==> config.mk <==
export PLATFORM = sky130hd
export DESIGN_NAME = ycbcr_skin_bbox
export DESIGN_NICKNAME = d
export VERILOG_FILES = /design/src/rtl/ycbcr_pkg.sv /design/src/rtl/ycbcr_skin_bbox_classify.sv /design/src/rtl/ycbcr_skin_bbox.sv
export SDC_FILE = /design/constraint.sdc
export NUM_CORES = 1
export LEC_CHECK = 0
export ABC_AREA = 0
export ABC_CLOCK_PERIOD_IN_PS = 8600
export CAP_MARGIN = 20
export CORE_MARGIN = 10
export CORE_UTILIZATION = 51
export CTS_CLUSTER_DIAMETER = 80
export DETAILED_ROUTE_END_ITERATION = 8
export PLACE_DENSITY = 0.78
export REMOVE_ABC_BUFFERS = 1
export SLEW_MARGIN = 5
export SYNTH_ARGS = -nofsm -noshare
export SYNTH_HDL_FRONTEND = slang
export SYNTH_SLANG_ARGS = --single-unit
==> constraint.sdc <==
create_clock -name clk -period 8.6 [get_ports clk]
set_clock_uncertainty 0.05 [all_clocks]
set_input_delay 0.86 -clock clk [delete_from_list [all_inputs] [get_ports clk]]
set_output_delay 0.86 -clock clk [all_outputs]
set_load 0.05 [all_outputs]
==> src/rtl/ycbcr_pkg.sv <==
// Shared definitions for the YCbCr skin bounding-box stage: default widths,
// default Cb/Cr skin windows, commit FSM states and the result record.
package ycbcr_pkg;
  localparam int X_W_D   = 11;
  localparam int Y_W_D   = 10;
  localparam int CNT_W_D = 21;

  localparam logic [7:0] CB_MIN_D = 8'd77;
  localparam logic [7:0] CB_MAX_D = 8'd127;
  localparam logic [7:0] CR_MIN_D = 8'd133;
  localparam logic [7:0] CR_MAX_D = 8'd173;

  typedef enum logic {IDLE = 1'b0, ARMED = 1'b1} cstate_t;

  // Result record at the default widths, for consumers of the published bbox.
  typedef struct packed {
    logic [X_W_D-1:0]   x_min;
    logic [X_W_D-1:0]   x_max;
    logic [Y_W_D-1:0]   y_min;
    logic [Y_W_D-1:0]   y_max;
    logic [CNT_W_D-1:0] cnt;
  } bbox_t;

  function automatic logic in_win(input logic [7:0] v, input logic [7:0] lo, input logic [7:0] hi);
    return (v >= lo) && (v <= hi);
  endfunction
endpackage

==> src/rtl/ycbcr_skin_bbox_classify.sv <==
// Per-pixel skin window compare; registers the mask and delays the timing
// signals by one cycle so they stay aligned with the mask.
module skin_classify
  import ycbcr_pkg::*;
#(
  parameter logic [7:0] CB_MIN = CB_MIN_D,
  parameter logic [7:0] CB_MAX = CB_MAX_D,
  parameter logic [7:0] CR_MIN = CR_MIN_D,
  parameter logic [7:0] CR_MAX = CR_MAX_D
) (
  input  logic        clk,
  input  logic        rst_n,
  input  logic [23:0] ycbcr,
  input  logic        in_v,
  input  logic        in_h,
  input  logic        in_de,
  output logic        skin,
  output logic [23:0] mask,
  output logic        out_v,
  output logic        out_h,
  output logic        out_de
);
  // Luma plays no part in the decision.
  logic unused_y;
  assign unused_y = ^ycbcr[23:16];

  assign skin = in_win(ycbcr[15:8], CB_MIN, CB_MAX) && in_win(ycbcr[7:0], CR_MIN, CR_MAX);

  // One-stage mask/timing register; blanking pixels always produce a zero mask.
  always_ff @(posedge clk or negedge rst_n) begin
    if (!rst_n) begin
      mask   <= '0;
      out_v  <= 1'b0;
      out_h  <= 1'b0;
      out_de <= 1'b0;
    end else begin
      mask   <= (skin && in_de) ? 24'hFFFFFF : 24'h000000;
      out_v  <= in_v;
      out_h  <= in_h;
      out_de <= in_de;
    end
  end
endmodule

==> src/rtl/ycbcr_skin_bbox.sv <==
// Skin mask + per-frame bounding box of skin pixels.
// Optional feature: define SKIN_BBOX_CENTER_EN to build the bbox centre
// outputs cx/cy; otherwise they are tied to 0.
module ycbcr_skin_bbox
  import ycbcr_pkg::*;
#(
  parameter int         X_W    = X_W_D,
  parameter int         Y_W    = Y_W_D,
  parameter int         CNT_W  = CNT_W_D,
  parameter logic [7:0] CB_MIN = CB_MIN_D,
  parameter logic [7:0] CB_MAX = CB_MAX_D,
  parameter logic [7:0] CR_MIN = CR_MIN_D,
  parameter logic [7:0] CR_MAX = CR_MAX_D
) (
  input  logic             clk,
  input  logic             rst_n,
  input  logic [23:0]      YCbCr,
  input  logic             in_v,
  input  logic             in_h,
  input  logic             in_de,
  output logic [23:0]      mask,
  output logic             out_v,
  output logic             out_h,
  output logic             out_de,
  output logic [X_W-1:0]   x_min,
  output logic [X_W-1:0]   x_max,
  output logic [Y_W-1:0]   y_min,
  output logic [Y_W-1:0]   y_max,
  output logic [CNT_W-1:0] pix_cnt,
  output logic             empty,
  output logic [X_W-1:0]   cx,
  output logic [Y_W-1:0]   cy,
  output logic             frame_done
);
  typedef struct packed {
    logic [X_W-1:0]   x_min;
    logic [X_W-1:0]   x_max;
    logic [Y_W-1:0]   y_min;
    logic [Y_W-1:0]   y_max;
    logic [CNT_W-1:0] cnt;
  } acc_t;

  localparam logic [X_W-1:0]   X_ONES = {X_W{1'b1}};
  localparam logic [Y_W-1:0]   Y_ONES = {Y_W{1'b1}};
  localparam logic [CNT_W-1:0] C_ONES = {CNT_W{1'b1}};
  localparam acc_t ACC_INIT = '{x_min: X_ONES, x_max: '0, y_min: Y_ONES, y_max: '0, cnt: '0};

  logic           skin;
  logic           prev_v, prev_de, v_rise, de_fall, commit;
  logic [X_W-1:0] x, pos_x;
  logic [Y_W-1:0] y, pos_y;
  acc_t           acc, acc_nxt;
  cstate_t        state, state_nxt;

  skin_classify #(
    .CB_MIN(CB_MIN), .CB_MAX(CB_MAX), .CR_MIN(CR_MIN), .CR_MAX(CR_MAX)
  ) u_cls (
    .clk(clk), .rst_n(rst_n), .ycbcr(YCbCr),
    .in_v(in_v), .in_h(in_h), .in_de(in_de),
    .skin(skin), .mask(mask), .out_v(out_v), .out_h(out_h), .out_de(out_de)
  );

  assign v_rise  = in_v & ~prev_v;
  assign de_fall = prev_de & ~in_de;

  // Current pixel position and next accumulator; a frame edge restarts both
  // so a pixel coinciding with the edge lands at (0,0) of the new frame.
  always_comb begin
    pos_x   = v_rise ? '0 : x;
    pos_y   = v_rise ? '0 : y;
    acc_nxt = v_rise ? ACC_INIT : acc;
    if (in_de && skin) begin
      if (pos_x < acc_nxt.x_min) acc_nxt.x_min = pos_x;
      if (pos_x > acc_nxt.x_max) acc_nxt.x_max = pos_x;
      if (pos_y < acc_nxt.y_min) acc_nxt.y_min = pos_y;
      if (pos_y > acc_nxt.y_max) acc_nxt.y_max = pos_y;
      if (acc_nxt.cnt != C_ONES) acc_nxt.cnt = acc_nxt.cnt + CNT_W'(1);
    end
  end

  // Edge history, saturating position counters and working accumulators.
  always_ff @(posedge clk or negedge rst_n) begin
    if (!rst_n) begin
      prev_v  <= 1'b0;
      prev_de <= 1'b0;
      x       <= '0;
      y       <= '0;
      acc     <= ACC_INIT;
    end else begin
      prev_v  <= in_v;
      prev_de <= in_de;
      acc     <= acc_nxt;
      if (in_de)       x <= (pos_x == X_ONES) ? pos_x : pos_x + X_W'(1);
      else if (de_fall) x <= '0;
      else             x <= pos_x;
      if (de_fall && pos_y != Y_ONES) y <= pos_y + Y_W'(1);
      else                            y <= pos_y;
    end
  end

  // Commit FSM state register.
  always_ff @(posedge clk or negedge rst_n) begin
    if (!rst_n) state <= IDLE;
    else        state <= state_nxt;
  end

  // The first frame edge after reset only arms; later edges commit.
  always_comb begin
    state_nxt = state;
    commit    = 1'b0;
    if (v_rise) begin
      state_nxt = ARMED;
      commit    = (state == ARMED);
    end
  end

  // Publish the finished frame; an empty frame reports all-zero geometry.
  always_ff @(posedge clk or negedge rst_n) begin
    if (!rst_n) begin
      x_min <= '0; x_max <= '0; y_min <= '0; y_max <= '0;
      pix_cnt <= '0; empty <= 1'b0; frame_done <= 1'b0;
    end else begin
      frame_done <= commit;
      if (commit) begin
        empty <= (acc.cnt == '0);
        if (acc.cnt == '0) begin
          x_min <= '0; x_max <= '0; y_min <= '0; y_max <= '0; pix_cnt <= '0;
        end else begin
          x_min <= acc.x_min; x_max <= acc.x_max;
          y_min <= acc.y_min; y_max <= acc.y_max; pix_cnt <= acc.cnt;
        end
      end
    end
  end

`ifdef SKIN_BBOX_CENTER_EN
  logic [X_W:0] sum_x;
  logic [Y_W:0] sum_y;
  assign sum_x = {1'b0, acc.x_min} + {1'b0, acc.x_max};
  assign sum_y = {1'b0, acc.y_min} + {1'b0, acc.y_max};

  // Centre registered alongside the other frame results.
  always_ff @(posedge clk or negedge rst_n) begin
    if (!rst_n) begin
      cx <= '0; cy <= '0;
    end else if (commit) begin
      cx <= (acc.cnt == '0) ? '0 : sum_x[X_W:1];
      cy <= (acc.cnt == '0) ? '0 : sum_y[Y_W:1];
    end
  end
`else
  assign cx = '0;
  assign cy = '0;
`endif
endmodule
==> impl_metrics.toml <==
[outcome]
outcome = "completed"

[clock_network]
cts_setup_buffers = 0
hold_buffers = 0
clkLatencyLatePin_ps = 420
clk_pin_slew_ps = 60
cts_sinks = 154
postCtsResizedCells = 0
cts_made_buffers = 17
cts_max_level = 4
cts_buffer_depth = 2
cts_tree = "yes"
root_buffer = "clkbuf_16"

[place]
dp_hpwl_microns = 12500
place_area_sq_um = 8830
portBuffers = 112
place_congestion = 0.871

[grt]
first_global_vias = 5788
antenna_found_initial = 0
grt_max_degree = 91
grt_pass1_wl_microns = 29500
met3_usage = 0.0374
use_met2 = 0.302
track_usage = 0.178
overflow = 0
grt-busiest-layer = "met2"
grt_use_met1 = 0.220

[sta]
hold_viol = 0
setup_violations = 0
min_period_ps = 4300
fin_setup_tns_ps = 0
worst_pin_slew_ps = 998
fin_crit_sh = 0.499
slew_headroom = 0.333
drv_slew = 0
grt_setup_unrepaired = "false"
hold_ws_ps = 426
max_freq_mhz = 233

[drt]
drc = 0
via_count = 5666
antenna_left = 0
wl_microns = 18100
initialDrtViolationCount = 366
firstDrtPassIters = 5
vias_per_cell = 5.54
wl_per_cell_microns = 17.7

[worst_setup_path]
arrival_ps = 4550
critPathRequiredTime_ps = 8860
crit_fanout = 69
startpoint_type = "input port"
worst-setup-path-type = "input port to flip-flop"
reg2reg_setup_slack_ps = 4810
cp-end-kind = "flip-flop"

[die]
coreArea_sq_um = 15100
dieArea_sq_um = 20800
die_width_microns = 144
num_rows = 45
die_h_microns = 144
ios = 142
start_util = 0.520

[cells_and_area]
fillers = 1204
drive_gt1_frac = 0.0923
fin_nets = 885
diodes = 0
layout_common_cells = "133 x dfrtp_1, 111 x clkdlybuf4s50_1, 74 x nand2_1"
finish.utilization = 0.626
stdcell_area_sq_um = 9480
area_growth_pct = 20.5
final_common_cell = "dfrtp_1"

[synth]
syn_area_sq_um = 7870
synth.avg_cell_area_sq_um = 10.5
ys_seq_elements = 154
synth_edf_count = 0
netlist_instances = 746
synthFlopType = "dfrtp_1"
yosysTopAreaCell = "dfrtp_1"
synth_cell_types = 59
async_reset_ff_frac = 1.00
synth_top_cell_area_share = 0.423
ys_warn_count = 0
synth.top_cells.by_area = "dfrtp_1 42%, dfstp_2 7.0%, a22o_1 6.3%"
synth-seq-area-share = 0.493

[job]
maxCapViolCount = 0

[pwr]
leakage_nw = 4.45
ir_drop_mv = 0.146
power.density_nw_per_um2 = 187

[min_path]
hold_path.class = "flip-flop to flip-flop"
layout make-up:
cell class	count	area (sq um)	share of cell area
clock buffers	21	460	0.0485
clock inverters	11	191	0.0202
inverters	32	120	0.0127
multi-input cells	498	3430	0.362
flip-flops and latches	154	3880	0.409
well taps	188	235	0.0248
repair buffers	118	1170	0.123
power by group:
group / internal (W) / total (W) / switching [W] / leakage [nW]
clock network: 0.000530 / 0.000821 / 0.000291 / 0.310
logic: 0.0000559 / 0.000186 / 0.000130 / 2.09
registers: 0.000750 / 0.000765 / 0.0000151 / 2.05
state kept, by name, summed over array words and instances, names as in the netlist:
| name | cells |
|---|---|
| acc | 63 |
| x_max | 11 |
| u_cls.mask | 1 |
| empty | 1 |
| pix_cnt | 21 |
| u_cls.out_h | 1 |
| state | 1 |
| frame_done | 1 |
| u_cls.out_de | 1 |
| y_max | 10 |
| y | 10 |
| x_min | 11 |
| x | 11 |
| u_cls.out_v | 1 |
| y_min | 10 |
cells in the mapped netlist, drive strengths merged (10+ instances only):
master / count
inv: 32
o21ai: 20
buf: 68
dfrtp: 133
nor4: 11
clkbuf: 14
a22o: 57
ha: 35
nand3: 21
dfstp: 21
xor2: 10
nand2: 75
nor3: 22
mux2i: 39
nor2: 53
nand4: 15
a21oi: 16
xnor2: 30
logic make-up after synthesis:
logic type | synth area share
other cells | 0.000476
xor+xnor | 0.0445
mux | 0.0625
buf+inv | 0.0820
flops | 0.493
fa+ha+maj | 0.0556
simple gates | 0.143
compound gates | 0.119
per-layer routing:
metal / part of all wire / vias up
li1: - / 2733
met2: 0.50 / 124
met4: 0.012 / 0
met5: 0 / -
met3: 0.042 / 18
met1: 0.45 / 2791
final timing paths:
path,cells after the start,end,start
max,12,acc[41],in_v
min,2,pix_cnt[3],pix_cnt[3]
max reg2reg,11,acc[41],u_cls.out_v
min reg2reg,2,pix_cnt[3],pix_cnt[3]
max in group asynchronous,2,y[0],rst_n
min in group asynchronous,1,x_min[3],rst_n
through the flow:
stage                     setup WS [ps]  cells  total power (W)
after detailed placement           3900    990         0.000965
final                              4300   1022          0.00177
after floorplan                     257    684         0.000893
after CTS                          4340   1022          0.00179
after global placement             3940    990         0.000961
after global routing               4130   1022          0.00183
critical path: stages:
cell and delay, ps:
clkdlybuf4s50_1 470, nand2b_4 600, nand2_1 270, inv_1 190
ha_1 260, and4_1 220, and2_1 190, a41oi_1 200
a31oi_1 150, o21ai_1 490, buf_4 300, mux2_1 330
No activity file was read; power rests on OpenSTA's default activity.
